**config.mk**
```make
export PLATFORM = sky130hd
export DESIGN_NAME = seg7_scan_driver
export DESIGN_NICKNAME = d
export VERILOG_FILES = /design/src/rtl/seg7_scan_driver_pkg.sv /design/src/rtl/seg7_hex_decoder.sv /design/src/rtl/seg7_scan_driver.sv
export SDC_FILE = /design/constraint.sdc
export NUM_CORES = 1
export LEC_CHECK = 0
export ABC_CLOCK_PERIOD_IN_PS = 4800
export BUFFER_PORTS_ARGS = -buffer_cell sky130_fd_sc_hd__buf_2
export CAP_MARGIN = 40
export CORE_UTILIZATION = 35
export DETAILED_ROUTE_END_ITERATION = 8
export PLACE_DENSITY = 0.53
export REMOVE_ABC_BUFFERS = 1
export SKIP_CTS_REPAIR_TIMING = 1
export SLEW_MARGIN = 40
export SYNTH_ARGS = -nofsm -noshare
export SYNTH_HDL_FRONTEND = slang
export SYNTH_HIERARCHICAL = 1
export SYNTH_SLANG_ARGS = --single-unit
```
**constraint.sdc**
```tcl
create_clock -name clk -period 4.8 [get_ports clk]
set_input_delay 0.72 -clock clk [delete_from_list [all_inputs] [get_ports clk]]
set_output_delay 0.72 -clock clk [all_outputs]
set_load 0.02 [all_outputs]
```
**src/rtl/seg7_scan_driver_pkg.sv**
```systemverilog
// -----------------------------------------------------------------------------
// seg7_scan_driver_pkg
//   Shared constants for the 8-digit common-anode 7-segment scan driver.
//   - SEG_OFF / AN_OFF : all-dark patterns (everything is active-low)
//   - HEX7_TABLE       : 16 hex glyphs, bits {g,f,e,d,c,b,a}, active-low
// -----------------------------------------------------------------------------
package seg7_scan_driver_pkg;

  localparam logic [7:0] SEG_OFF = 8'hFF;
  localparam logic [7:0] AN_OFF  = 8'hFF;

  // Index n holds the glyph for hex digit n; entry 15 is written first.
  localparam logic [15:0][6:0] HEX7_TABLE = {
    7'h0E,  // F
    7'h06,  // E
    7'h21,  // d
    7'h46,  // C
    7'h03,  // b
    7'h08,  // A
    7'h10,  // 9
    7'h00,  // 8
    7'h78,  // 7
    7'h02,  // 6
    7'h12,  // 5
    7'h19,  // 4
    7'h30,  // 3
    7'h24,  // 2
    7'h79,  // 1
    7'h40   // 0
  };

endpackage

```
**src/rtl/seg7_hex_decoder.sv**
```systemverilog
// -----------------------------------------------------------------------------
// seg7_hex_decoder
//   Combinational nibble-to-glyph decoder for a common-anode display.
//   Ports:
//     i_nibble  in  4  hex value to show
//     i_dp      in  1  1 = light the decimal point
//     o_seg     out 8  active-low segments {dp,g,f,e,d,c,b,a}
// -----------------------------------------------------------------------------
module seg7_hex_decoder
  import seg7_scan_driver_pkg::*;
(
  input  logic [3:0] i_nibble,
  input  logic       i_dp,
  output logic [7:0] o_seg
);

  assign o_seg = {~i_dp, HEX7_TABLE[i_nibble]};

endmodule

```
**src/rtl/seg7_scan_driver.sv**
```systemverilog
// -----------------------------------------------------------------------------
// seg7_scan_driver
//   Time-multiplexes a 32-bit value (8 hex digits), per-digit decimal points
//   and per-digit blink enables onto one 8-digit common-anode display.
//   Input data is captured into shadow registers only at frame boundaries so a
//   mid-frame change never shows half old / half new digits.
//   Parameters:
//     SCAN_W   each digit slot lasts 2**SCAN_W clk cycles
//     BLANK    cycles at the start of each slot with anodes off (< 2**SCAN_W)
//     BLINK_W  blink counter width; blink phase is the counter MSB
//   Ports:
//     clk         in   1   rising-edge clock
//     rst         in   1   synchronous active-high reset
//     EN          in   1   1 = shadows may load at the frame boundary
//     Disp_num    in   32  digit i shows Disp_num[4i+3:4i], digit 0 rightmost
//     point_in    in   8   bit i lights the decimal point of digit i
//     LE_in       in   8   bit i makes digit i blink
//     AN          out  8   anode selects, active-low, at most one low
//     SEGMENT     out  8   active-low segments {dp,g,f,e,d,c,b,a}
//     frame_tick  out  1   high in the cycle the shadows load
// -----------------------------------------------------------------------------
module seg7_scan_driver
  import seg7_scan_driver_pkg::*;
#(
  parameter int SCAN_W  = 17,
  parameter int BLANK   = 64,
  parameter int BLINK_W = 25
) (
  input  logic        clk,
  input  logic        rst,
  input  logic        EN,
  input  logic [31:0] Disp_num,
  input  logic [7:0]  point_in,
  input  logic [7:0]  LE_in,
  output logic [7:0]  AN,
  output logic [7:0]  SEGMENT,
  output logic        frame_tick
);

  localparam logic [SCAN_W-1:0] SCAN_MAX = '1;
  localparam logic [SCAN_W-1:0] BLANK_C  = SCAN_W'(BLANK);

  logic [SCAN_W-1:0]  r_scan_cnt;
  logic [2:0]         r_digit;
  logic [BLINK_W-1:0] r_blink_cnt;
  logic [31:0]        r_num_sh;
  logic [7:0]         r_pt_sh;
  logic [7:0]         r_le_sh;
  logic               r_init_pend;
  logic [7:0]         r_an;
  logic [7:0]         r_seg;

  logic               w_frame_end;
  logic               w_load;
  logic [3:0]         w_nibble;
  logic               w_blink_off;
  logic               w_blank;
  logic [7:0]         w_glyph;

  // Stage 0: scan position, frame boundary and shadow load decision
  assign w_frame_end = (r_scan_cnt == SCAN_MAX) && (r_digit == 3'd7);
  // init_pend lets the very first EN=1 cycle after reset load immediately
  // instead of showing blanks for a whole frame.
  assign w_load      = (w_frame_end || r_init_pend) && EN;
  // Gated by rst so no pulse is reported while the block is held in reset.
  assign frame_tick  = w_load && !rst;

  always_ff @(posedge clk) begin
    if (rst) begin
      r_scan_cnt  <= '0;
      r_digit     <= '0;
      r_blink_cnt <= '0;
      r_init_pend <= 1'b1;
      r_num_sh    <= '0;
      r_pt_sh     <= '0;
      r_le_sh     <= '0;
    end else begin
      r_scan_cnt  <= r_scan_cnt + 1'b1;
      r_blink_cnt <= r_blink_cnt + 1'b1;
      if (r_scan_cnt == SCAN_MAX) begin
        r_digit <= r_digit + 3'd1;
      end
      // Loading on the same edge the digit wraps to 0 means the new data
      // appears starting with digit 0 of the next frame.
      if (w_load) begin
        r_num_sh    <= Disp_num;
        r_pt_sh     <= point_in;
        r_le_sh     <= LE_in;
        r_init_pend <= 1'b0;
      end
    end
  end

  // Stage 1: decode the active digit from the shadows
  assign w_nibble    = r_num_sh[{r_digit, 2'b00} +: 4];
  assign w_blink_off = r_blink_cnt[BLINK_W-1] & r_le_sh[r_digit];
  // Anodes stay dark for the first BLANK cycles of a slot so the previous
  // digit's segments have settled before the next anode turns on.
  assign w_blank     = (r_scan_cnt < BLANK_C);

  seg7_hex_decoder u_hex (
    .i_nibble (w_nibble),
    .i_dp     (r_pt_sh[r_digit]),
    .o_seg    (w_glyph)
  );

  // Stage 2: registered anode and segment drive
  always_ff @(posedge clk) begin
    if (rst) begin
      r_an  <= AN_OFF;
      r_seg <= SEG_OFF;
    end else if (w_blank) begin
      r_an  <= AN_OFF;
      r_seg <= SEG_OFF;
    end else begin
      r_an  <= ~(8'b1 << r_digit);
      r_seg <= w_blink_off ? SEG_OFF : w_glyph;
    end
  end

  assign AN      = r_an;
  assign SEGMENT = r_seg;

endmodule

```
==> Yosys cells after proc, flatten, opt, wreduce, memory -nomap -nowiden <==
Memories as Yosys holds them, arrays and structs flattened. A register that Yosys moved wholly into a read port is not among the register bits.
Index checks and enable logic that the tools add are counted.
Widths: inputs -> output; s select.
{ "op_classes": {"addsub": 3, "shifts": 2, "eq_ne": 2, "reduce_logical": 7, "muxes": 5, "bitwise": 3, "order_cmp": 3} }
{ "op_table": {"columns": ["op", "n"], "rows": [
  ["$shiftx 32x6->4", 1],
  ["$add 25x1->25 const B", 1],
  ["$add 17x1->17 const B", 1],
  ["$eq 17x17->1 const B", 1],
  ["$lt 17x7->1 const B", 1],
  ["$not 8->8", 1],
  ["$shl 1x3->8 const A", 1],
  ["$mux 7", 1],
  ["$bmux 1 s3", 2],
  ["$lt 4x5->1 const B", 1],
  ["$lt 3x4->1 const B", 1],
  ["$add 3x1->3 const B", 1],
  ["$eq 3x3->1 const B", 1],
  ["$logic_and 1x1->1", 3],
  ["$reduce_or 3->1", 1],
  ["$mux 1", 2],
  ["$reduce_or 2->1", 1],
  ["$and 1x1->1", 1],
  ["$logic_not 1->1", 1],
  ["$logic_or 1x1->1", 1],
  ["$not 1->1", 1]
]} }
{ "totals": {"ff_bits": 110, "mem_count": 1, "in_bits": 51, "out_inout_bits": 17, "word_cells": 35, "rom_bits": 112} }
{ "mem_list": {"columns": ["name", "depth", "width", "read_ports", "rd_ports_with_merged_regs", "wr", "line", "text"], "rows": [
  ["(name not given)", 16, 7, 1, 1, 0, "seg7_hex_decoder.sv:17", "assign o_seg = {~i_dp, HEX7_TABLE[i_nibble]};"]
]} }

==> Longest topological paths before layout <==
{ "depth": {"depth_word": 5, "mapped_depth": 11, "ltp_nobuf": 9} }

==> Hierarchy <==
Netlist, hierarchy kept.
{ "by_module_without_submodules": {"columns": ["module", "cells_per_inst", "seq_area_each_um2", "area_each_um2", "n_inst"], "rows": [
  ["seg7_scan_driver", 510, 2202.1, 4470.5, 1],
  ["seg7_hex_decoder", 36, 0.0, 275.3, 1]
]} }

==> Least setup slack after synthesis <==
OpenSTA, ideal clock, no wires.
{ "synth_path": {"path_kind": "register -> output", "from": "register r_scan_cnt[0]", "to": "output frame_tick", "path_stages_with_launch": 10, "required_ns": 4.080, "n_path_buf": 1, "slack_ns": 2.083, "t_arrival_ns": 1.997, "path_cell_list": "dfxtp_1 ha_1 and4_1 nand4_1 nor2_1 ha_1 a21o_1 nand2_1 clkbuf_1 nor2_1"} }
{ "synth_between": {"elab_chain_len": 5} }
{ "synth_lines": {"columns": ["item", "line", "text"], "rows": [
  ["from (decl)", "seg7_scan_driver.sv:43", "logic [SCAN_W-1:0] r_scan_cnt;"],
  ["from (signal assigned)", "seg7_scan_driver.sv:78", "r_scan_cnt <= r_scan_cnt + 1'b1;"],
  ["$eq 17x17->1", "seg7_scan_driver.sv:61", "assign w_frame_end = (r_scan_cnt == SCAN_MAX) && (r_digit == 3'd7);"],
  ["$logic_and 1x1->1", "seg7_scan_driver.sv:61", null],
  ["$logic_or 1x1->1", "seg7_scan_driver.sv:64", "assign w_load = (w_frame_end || r_init_pend) && EN;"],
  ["$logic_and 1x1->1", "seg7_scan_driver.sv:64", null],
  ["$logic_and 1x1->1", "seg7_scan_driver.sv:66", "assign frame_tick = w_load && !rst;"],
  ["to (decl)", "seg7_scan_driver.sv:37", "output logic frame_tick"]
]} }
No other way between the ends.

==> Final worst setup path <==
Ends and elaborated chain as after synthesis.

==> impl_results.md <==
* Layout fillers at 1,366
* Most common cell in the netlist: nand2_1
* Dominant synthesized flop cell: dfxtp_1
* Core Box Area at 0.0132 mm^2
* Pwr/cell area at 322 mW/mm^2
* P_int at 1.36 mW
* Die width at 118 um
* CP endpoint kind: primary output
* HPWL after DPL at 7200 um
* CTS Root Cell: clkbuf_16
* Post-route ant nets at 0
* Cell area after layout at 0.00551 mm^2
* Clock-pin slew on the worst setup and hold paths at 0.07 ns
* Slew headroom at 53.9%
* First-pass GRT wire length at 17,600 um
* Clock sinks at 110
* Pin count of the biggest net entering global routing at 67
* Fin nets at 666
* CTS tree: done
* Antenna violations before repair at 1
* Yosys top cell area share at 46.4%
* DP Cell Count at 764
* Switching part of the total power at 23.3%
* Tcrit/Tclk final at 73.4%
* Ant diodes at 0
* P_sw at 0.413 mW
* Final core utilization at 41.6%
* Mapped cell area at 0.00475 mm^2
* Synth unique cells at 52
* Comb pwr share at 7.2%
* Non-filler cells, final at 780
* Die height at 118 um
* Top cells by count, synth: nand2_1, dfxtp_1, a21oi_1
* Row cnt at 42
* CTS Buffer Depth at 2
* Critical Path RT at 4.08 ns
* Leak Pwr at 2.04 nW
* Tmin final at 3.52 ns
* Mean Syn Cell Area at 8.69 um^2
* TritonCTS Buffers at 9
* Synth Warn # at 6
* DR pass1 iterations at 4
* Vias in the first global route at 3,664
* Max incr delay on CP at 0.38 ns
* Total wire length at 10,400 um
* CP Cell Sequence: ha_1 -> and4_1 -> nand4_1 -> nor2_1 -> ha_1 -> a21o_1 -> nand2_2 -> buf_16 -> nor2_1 -> buf_2
* Initial DRC Count at 270
* GRT Overall Usage at 15.9%
* Max Fanout on Critical Path at 31
* Mapped Cells at 546
* Synth top area cells: dfxtp_1, nand2_1, a21oi_1
* Highest-delay cell along the critical path: dfxtp_1
* Placed cell area at 0.00524 mm^2
* Startpoint Class: flop
* Arr. time, crit path at 2.80 ns
* Clock Latency Late Sink at 0.35 ns
* Fraction of layout instances using a drive strength above 1 at 20.2%
* Fin Setup TNS at 0 ns
* Layout area overhead at 16.1%
* Fraction of registers with async set/reset at 0%
* Max Clk Rate at 0.284 GHz
* Sequential area share after synthesis at 46.4%
* Critical path type: reg2out
* Initial core utilization at 35.8%
* Wire per inst at 13.3 um
* I/O pins at 68
* Status: finished clean
* IO buf count at 67
* Synthesized flop and latch total at 110
* DRC at 0
* Final hold vios at 0
* DR vias at 3,836
* Peak VDD IR at 0.226 mV
* Max Cap Viol at 0
* H-tree depth at 3
* Sequential Power Share at 53.8%
* Worst min-delay path class: reg2reg
* Global route overflow at 0
* Clock power share at 39.0%
* Endpoints failing setup at 0
* DR vias/cell at 4.92
* Worst Tran Pin Value at 0.691 ns
* Cell taking the most area after synthesis: dfxtp_1
* Clk_skew at 0.0109 ns
* Max-slew violations at 0
* Number of flops mapped to enable cells by yosys at 0
* Die area at 0.0140 mm^2
* RSZ-0062 raised after global routing: false
* Placer Congestion at 0.806
[kinds of logic (layout without fill, tap and decap cells)]
logic type	after synthesis	count (layout)	share of synthesized area [%]
mux	17	17	6.59
buf+inv	42	100	3.66
xor+xnor	24	24	4.43
simple gates	244	244	23.9
flops	110	110	46.4
fa+ha+maj	16	16	4.22
compound gates	93	93	10.8
[routing by layer]
metal / vias up / wire length [um] / GRT usage (%)
met5: - / 14 / 0
met4: 2 / 104 / 5.06
met3: 11 / 513 / 4.68
met2: 78 / 4720 / 25.2
met1: 1784 / 5020 / 20.7
li1: 1961 / - / -
[per-stage QoR]
step           hold WS (ns)  total power [mW]  worst slack [ns]
2_1_floorplan         0.427              1.04              1.52
3_3_place_gp          0.440              1.10              1.59
3_5_place_dp          0.445              1.11              1.65
4_1_cts               0.455              1.80              1.26
5_1_grt               0.471              1.86              1.07
6_report              0.452              1.78              1.28
[sequential cells by signal (all words and copies together), names as in the netlist]
register,cells
AN,8
SEGMENT,8
r_blink_cnt,25
r_digit,3
r_init_pend,1
r_le_sh,8
r_num_sh,32
r_pt_sh,8
r_scan_cnt,17
[cells in the final DEF (no fill, tap or decap), types with 3 or more instances in the layout]
master | Yosys | routed
or3_1 | 5 | 5
o21ai_0 | 12 | 12
nor4_1 | 5 | 4
nor2_1 | 34 | 34
a21oi_1 | 62 | 62
xnor2_1 | 15 | 15
xor2_1 | 9 | 9
inv_1 | 11 | 11
mux4_2 | 11 | 11
nor2b_1 | 4 | 4
nand4_1 | 10 | 10
or2_2 | 8 | 8
nor3_1 | 7 | 7
clkbuf_1 | 20 | 4
or3_2 | 3 | 3
nand2_1 | 131 | 130
ha_1 | 16 | 16
buf_2 | 2 | 67
nand3_1 | 16 | 16
and4_1 | 4 | 4
or4_1 | 3 | 3
buf_4 | 1 | 3
clkbuf_16 | 0 | 9
dfxtp_1 | 110 | 110
mux2_2 | 4 | 4
[power by group through the flow]
| stage | Clock [mW] | Sequential [mW] | Combinational, mW |
|---|---|---|---|
| 6_report | 0.693 | 0.955 | 0.128 |
| 5_1_grt | 0.762 | 0.959 | 0.144 |
| 4_1_cts | 0.715 | 0.955 | 0.129 |
| 3_5_place_dp | 0 | 0.976 | 0.129 |
| 3_3_place_gp | 0 | 0.975 | 0.122 |
| 2_1_floorplan | 0 | 0.972 | 0.0705 |
[critical path: cells and delay by family, from the launching register on]
kind                     cells  cell delay (ns)
buffers and inverters        2             0.44
AND/OR/NAND/NOR              5             0.97
flip-flops                   1             0.38
adder cells (fa/ha/maj)      2             0.48
AO/OA/AOI/OAI                1             0.17
[path summary, 6_finish.rpt]
check | start | endpoint | slack, ns | cells past startpoint
min | r_num_sh[26] | r_num_sh[26] | 0.45 | 2
max | r_scan_cnt[0] | frame_tick | 1.28 | 10
min reg2reg | r_num_sh[26] | r_num_sh[26] | 0.45 | 2
max reg2reg | r_digit[0] | SEGMENT[3] | 2.20 | 8
[final cells by class]
class | count | area [um^2] | area share [%]
multi-input cells | 394 | 2380 | 43.2
clock inverters | 2 | 17.5 | 0.318
well taps | 176 | 220 | 4.00
repair buffers | 71 | 385 | 6.99
flip-flops and latches | 110 | 2200 | 40.0
clock buffers | 14 | 254 | 4.61
inverters | 13 | 51.3 | 0.931
Power figures use the tool's default switching activity.
